===== config.mk =====
export PLATFORM = sky130hd
export DESIGN_NAME = piso_tx
export DESIGN_NICKNAME = d
export VERILOG_FILES = /design/src/rtl/sr_pkg.sv /design/src/rtl/sr_bit_counter.sv /design/src/rtl/piso_tx.sv
export SDC_FILE = /design/constraint.sdc
export NUM_CORES = 1
export LEC_CHECK = 0
export ABC_AREA = 1
export BUFFER_PORTS_ARGS = -buffer_cell sky130_fd_sc_hd__buf_2
export CAP_MARGIN = 20
export CORE_AREA = 2 2 39 41
export CTS_CLUSTER_SIZE = 30
export DETAILED_ROUTE_END_ITERATION = 16
export DIE_AREA = 0 0 41 43
export GPL_ROUTABILITY_DRIVEN = 1
export GPL_TIMING_DRIVEN = 0
export PLACE_DENSITY = 0.53
export SYNTH_ARGS = -nofsm -noshare
export SYNTH_HDL_FRONTEND = slang
export SYNTH_HIERARCHICAL = 1
export SYNTH_SLANG_ARGS = --single-unit

===== constraint.sdc =====
create_clock -name clk -period 3.65 [get_ports clk]
set_input_delay 0.5475 -clock clk [delete_from_list [all_inputs] [get_ports clk]]
set_output_delay 0.5475 -clock clk [all_outputs]
set_load 0.01 [all_outputs]

===== src/rtl/sr_pkg.sv =====
// ---------------------------------------------------------------------------
// sr_pkg : shared state encoding and default width for the shift-register link
// Rev 1.0
// ---------------------------------------------------------------------------
`default_nettype none

package sr_pkg;

  localparam int   SR_WIDTH = 4;

  localparam logic ST_IDLE  = 1'b0;
  localparam logic ST_SHIFT = 1'b1;

  typedef enum logic {
    S_IDLE  = ST_IDLE,
    S_SHIFT = ST_SHIFT
  } sr_state_e;

endpackage : sr_pkg

`default_nettype wire


===== src/rtl/sr_bit_counter.sv =====
// ---------------------------------------------------------------------------
// sr_bit_counter : 0..WIDTH-1 bit-position counter, saturating at terminal count
// Rev 1.0
// ---------------------------------------------------------------------------
`default_nettype none

module sr_bit_counter
  import sr_pkg::*;
#(
  parameter int WIDTH = SR_WIDTH,
  parameter int CW    = $clog2(WIDTH)
) (
  input  logic          clk,
  input  logic          clr_n,
  input  logic          clear,
  input  logic          en,
  output logic [CW-1:0] count,
  output logic          tc
);

  localparam logic [CW-1:0] LAST = CW'(WIDTH - 1);

  assign tc = (count == LAST);

  // Clear wins over enable so a new word always restarts at bit 0.
  always_ff @(posedge clk or negedge clr_n) begin
    if (!clr_n) begin
      count <= '0;
    end else if (clear) begin
      count <= '0;
    end else if (en && !tc) begin
      count <= count + CW'(1);
    end
  end

endmodule : sr_bit_counter

`default_nettype wire


===== src/rtl/piso_tx.sv =====
// ---------------------------------------------------------------------------
// piso_tx : parallel-in/serial-out transmitter with ready/load handshake
// Rev 1.0
// ---------------------------------------------------------------------------
`default_nettype none

module piso_tx
  import sr_pkg::*;
#(
  parameter int WIDTH     = SR_WIDTH,
  parameter bit MSB_FIRST = 1'b1
) (
  input  logic             clk,
  input  logic             clr_n,
  input  logic [WIDTH-1:0] pi,
  input  logic             load,
  output logic             ready,
  output logic             so,
  output logic             so_valid,
  output logic             done
);

  localparam int            CW     = $clog2(WIDTH);
  localparam logic [CW-1:0] PENULT = CW'(WIDTH - 2);

  generate
    if (WIDTH < 2 || WIDTH > 32) begin : g_width_check
      $error("piso_tx: WIDTH must be in 2..32");
    end
  endgenerate

  sr_state_e        state;
  logic [WIDTH-1:0] shreg;
  logic [WIDTH-1:0] shifted;
  logic [CW-1:0]    cnt;
  logic             tc;
  logic             accept;
  logic             advance;
  logic             clear;

  function automatic logic first_bit(input logic [WIDTH-1:0] w);
    return MSB_FIRST ? w[WIDTH-1] : w[0];
  endfunction

  assign ready   = (state == S_IDLE) || (state == S_SHIFT && tc);
  assign accept  = load && ready;
  assign advance = (state == S_SHIFT) && !tc;
  assign clear   = accept || (state == S_SHIFT && tc);

  // The bit currently on so sits at the output end of shreg.
  always_comb begin
    shifted = shreg;
    if (MSB_FIRST) begin
      shifted = {shreg[WIDTH-2:0], 1'b0};
    end else begin
      shifted = {1'b0, shreg[WIDTH-1:1]};
    end
  end

  sr_bit_counter #(
    .WIDTH (WIDTH),
    .CW    (CW)
  ) u_bit_counter (
    .clk   (clk),
    .clr_n (clr_n),
    .clear (clear),
    .en    (advance),
    .count (cnt),
    .tc    (tc)
  );

  always_ff @(posedge clk or negedge clr_n) begin
    if (!clr_n) begin
      state    <= S_IDLE;
      shreg    <= '0;
      so       <= 1'b0;
      so_valid <= 1'b0;
      done     <= 1'b0;
    end else if (accept) begin
      state    <= S_SHIFT;
      shreg    <= pi;
      so       <= first_bit(pi);
      so_valid <= 1'b1;
      done     <= 1'b0;
    end else if (advance) begin
      shreg    <= shifted;
      so       <= first_bit(shifted);
      done     <= (cnt == PENULT);
    end else if (state == S_SHIFT) begin
      state    <= S_IDLE;
      shreg    <= '0;
      so       <= 1'b0;
      so_valid <= 1'b0;
      done     <= 1'b0;
    end
  end

endmodule : piso_tx

`default_nettype wire


### Word-level counts from Yosys, hierarchy flattened

Index checks and enable logic that the tools add are counted.
W data, S select, Z words.

| storage, ports and cells | value |
|---|---|
| word-level logic and storage cells | 36 |
| flip-flop bits (word level) | 9 |
| output and inout port bits | 4 |
| input port bits | 7 |

| operators by class | value |
|---|---|
| multiplexer cells | 14 |
| add/subtract/negate cells | 1 |
| bitwise logic cells | 1 |
| reduce and logical (&&, ||, !) cells | 11 |
| equal/unequal tests | 3 |

Operators with widths:

| cell | count |
|---|---|
| $mux W1 | 9 |
| $mux W3 | 3 |
| $eq A2 B2 Y1 const B | 2 |
| $logic_and A1 B1 Y1 | 4 |
| $mux W2 | 2 |
| $reduce_bool A2 Y1 | 2 |
| $reduce_bool A3 Y1 | 1 |
| $add A2 B1 Y2 const B | 1 |
| $logic_or A1 B1 Y1 | 2 |
| $ne A2 B2 Y1 const B | 1 |
| $reduce_and A2 Y1 | 1 |
| $logic_not A1 Y1 | 1 |
| $not A1 Y1 | 1 |

### Longest topological paths before layout

| logic depth | value |
|---|---|
| word-level depth | 6 |
| mapped depth | 8 |
| gate-level depth less buffers | 8 |

### Cells and area by module

Netlist, hierarchy kept.

By module, submodules not included:

| module | cells an instance | seq. area each (um^2) | times used | area an instance (um^2) |
|---|---|---|---|---|
| piso_tx | 38 | 175.2 | 1 | 316.6 |
| sr_bit_counter | 13 | 50.0 | 1 | 106.4 |

### Least setup slack after synthesis

Ideal clock, no wire load.

| timing path | value |
|---|---|
| kind | reg-to-output |
| start | register u_bit_counter.count[0] |
| end | output port ready |
| slack | 2.291 ns |
| arrival time | 0.812 ns |
| data required time | 3.102 ns |
| stages on the path, launching flop included | 4 |
| cells stage by stage | dfrtp_1 ha_1 inv_1 nand2_2 |

| between the ends | value |
|---|---|
| cells in the longest elaborated chain, start to end | 3 |

Ends and longest elaborated chain:

| item | RTL line | text |
|---|---|---|
| start: declaration | sr_bit_counter.sv:17 | `output logic [CW-1:0] count,` |
| start signal: assignment | sr_bit_counter.sv:32 | `count <= count + CW'(1);` |
| $eq A2 B2 Y1 | sr_bit_counter.sv:23 | `assign tc = (count == LAST);` |
| net tc | piso_tx.sv:36 | `logic tc;` |
| $logic_and A1 B1 Y1 | piso_tx.sv:45 | `assign ready = (state == S_IDLE) \|\| (state == S_SHIFT && tc);` |
| $logic_or A1 B1 Y1 | piso_tx.sv:45 |  |
| end: declaration | piso_tx.sv:17 | `output logic ready,` |

The timed path passes the listed nets, and every way through them passes these cells.

### Worst setup path in the final report

Ends and elaborated chain as after synthesis.

==> qor.csv <==
metric;value;unit
fin nets;74;
syn avg cell area;8.292;µm²
Critical Path Max Stage Delay;0.40;ns
largest family of logic cells by synthesized area;simple AND/OR/NAND/NOR gates;
commonest non-fill, non-tap cell in the layout;nand2_1;
reg2reg path depth;8;
worst rel slew slack;86.36;%
Final Skew;0.0006705;ns
vias in the first global route;356;
placed cells;77;
final worst slack;1.817;ns
initial antenna violation count;0;
total gr overflow;0;
critical path data arrival time;1.29;ns
port bufs;10;
pre-CTS worst setup slack;2.086;ns
Row Count;14;
hold_buf cts;0;
worst slew pin tran;0.2043;ns
Synth cell types;13;
Die Width;41;µm
Mapped Nets;59;
Worst path slowest cell;dfrtp_1;
Mapped Cells;51;
Final Setup Violations;0;
top cell type's share of synthesized area;53.25;%
Clock transition at path regs;0.06;ns
routed len/inst;9.938;µm
Pwr Density;799.2;nW/µm²
gpl congestion;0.7118;
YS warnings;6;
count of final max-slew check failures;0;
kind of critical path;reg -> out;
Compound-Gate Fraction of Synth Area;1.183;%
Worst EP required;3.10;ns
largest net degree at the start of global routing;10;
Root Buffer Master;clkbuf_4;
status;finished, final reports clean;
core area;1384;µm²
worst vdd ir;0.2562;mV
# Post-CTS Setup Buffers;0;
Final Hold Viols;0;
antenna diode count;0;
CTS sink cnt;9;
worst-skew pair later-pin latency;0.26;ns
Synth area leader;dfrtp_1;
CTS tree;built;
post-synthesis xor/xnor area fraction;0;%
Final Power;0.4150;mW
max cap viols;0;
area grow syn2layout;22.78;%
Die H;43;µm
critical path depth;4;
most frequent cells in the layout;nand2_1, buf_2, nand3_1, dfrtp_1;
Top delay family on crit path;flip-flops;
f_max;0.5456;GHz
crit-path max FO;8;
vias per inst;4.420;
I/O Pins;11;
Synth Area in Adders;2.959;%
post-CTS sizing;0;
Seq/Total Area, Yosys;53.25;%
hpwl dp;613.6;µm
Tightest Hold Check Type;in -> async;
startpoint types;flop;
DR vias;358;
fin crit period;1.833;ns
top post-synthesis cells by area;dfrtp_1, nand2_1, nand3_1, ha_1, inv_1;
layout cells sized above 1;29.23;%
final cell count without fillers;81;
GRT Overall Usage;12.12;%
synthesized cell area;422.9;µm²
critical path capture point type;primary output;
Pleak;0.2916;nW
Die Area;1763;µm²
DRC;0;
RSZ-0062 raised after global routing;false;
drt total wl;805;µm
drt first pass iters;3;
number of synthesized register bits;9;
CP bufs+invs;2;
Max clock buf depth;2;
fin crit share;50.22;%
first-pass GRT wire length;1.407;mm
Fin Hold WS;0.1303;ns
total negative slack;0;ns
Detail Route Antenna Nets;0;
# H-tree levels;1;
number of buffers created by CTS;3;
mux share of post-synthesis cell area;0;%
critical-path cell list;ha_1, inv_1, nand2_2, buf_2;
Synth Area in Simple Gates;37.28;%
starting density of the core;30.56;%
First DRT Iteration DRCs;5;
## report_power, final
part / switching, mW / internal, mW / total, mW / leakage, nW
Combinational: 0.108 / 0.0681 / 0.176 / 0.163
Sequential: 0.0240 / 0.140 / 0.164 / 0.114
Clock: 0.0332 / 0.0420 / 0.0753 / 0.0150
Total: 0.165 / 0.250 / 0.415 / 0.292
## layout make-up
cell class	count	area, µm²
Clock buffer	4	26.28
Fill cell	138	864.6
Inverter	6	22.52
Multi-Input combinational cell	36	175.2
Sequential cell	9	225.2
Tap cell	16	20.02
Timing Repair Buffer	10	50.05
## flip-flops by register name, indices dropped and copies added (netlist names)
signal,count
done,1
shreg,3
so,1
so_valid,1
state,1
u_bit_counter/count,2
## synth_stat cells
cell type / instances
nand2_1: 19
dfrtp_1: 9
nand3_1: 9
inv_1: 3
inv_2: 3
a21oi_1: 1
ha_1: 1
nand2_2: 1
nand3b_1: 1
nand4_1: 1
nor2_1: 1
nor2_2: 1
nor2_4: 1
## cell families (layout without fill, tap and decap cells)
kind of cell    Yosys count  count (layout)
compound gates            1               1
fa+ha+maj                 1               1
simple gates             34              34
flops                     9               9
buf+inv                   6              20
## worst reg2reg max path, cell delays in order (launching register included)
cell	delay, ns
dfrtp_1	0.40
ha_1	0.27
inv_1	0.09
nand2_2	0.10
nand2_1	0.11
inv_1	0.04
inv_1	0.08
nand4_1	0.09
nand2_1	0.08
## routing by layer
metal	track usage [%]	vias up	share of wire [%]	wire length, µm
met4	10.00	0	0	0
met2	17.19	5	52	415
li1	-	192	-	-
met5	0	-	0	0
met1	15.49	161	46	367
met3	1.571	0	2.6	21
## through the flow
step,instance area (µm²),util [%]
2_1_floorplan,422.9,-
3_3_place_gp,493.0,35.62
3_5_place_dp,493.0,35.62
4_1_cts,519.2,37.52
5_1_grt,519.2,37.52
6_report,519.2,37.52
## final timing paths
kind | start | endpoint | slack (ns)
max | u_bit_counter/count[0]$_DFFE_PN0P_ | ready | 1.82
min | clr_n | so$_DFFE_PN0P_ | 0.13
max reg2reg | u_bit_counter/count[0]$_DFFE_PN0P_ | u_bit_counter/count[1]$_DFFE_PN0P_ | 2.33
min reg2reg | so_valid$_DFFE_PN0P_ | so_valid$_DFFE_PN0P_ | 0.46
max in group asynchronous | clr_n | state$_DFFE_PN0P_ | 3.34
min in group clk | so_valid$_DFFE_PN0P_ | so_valid$_DFFE_PN0P_ | 0.46
No activity file was read; power rests on OpenSTA's default activity.
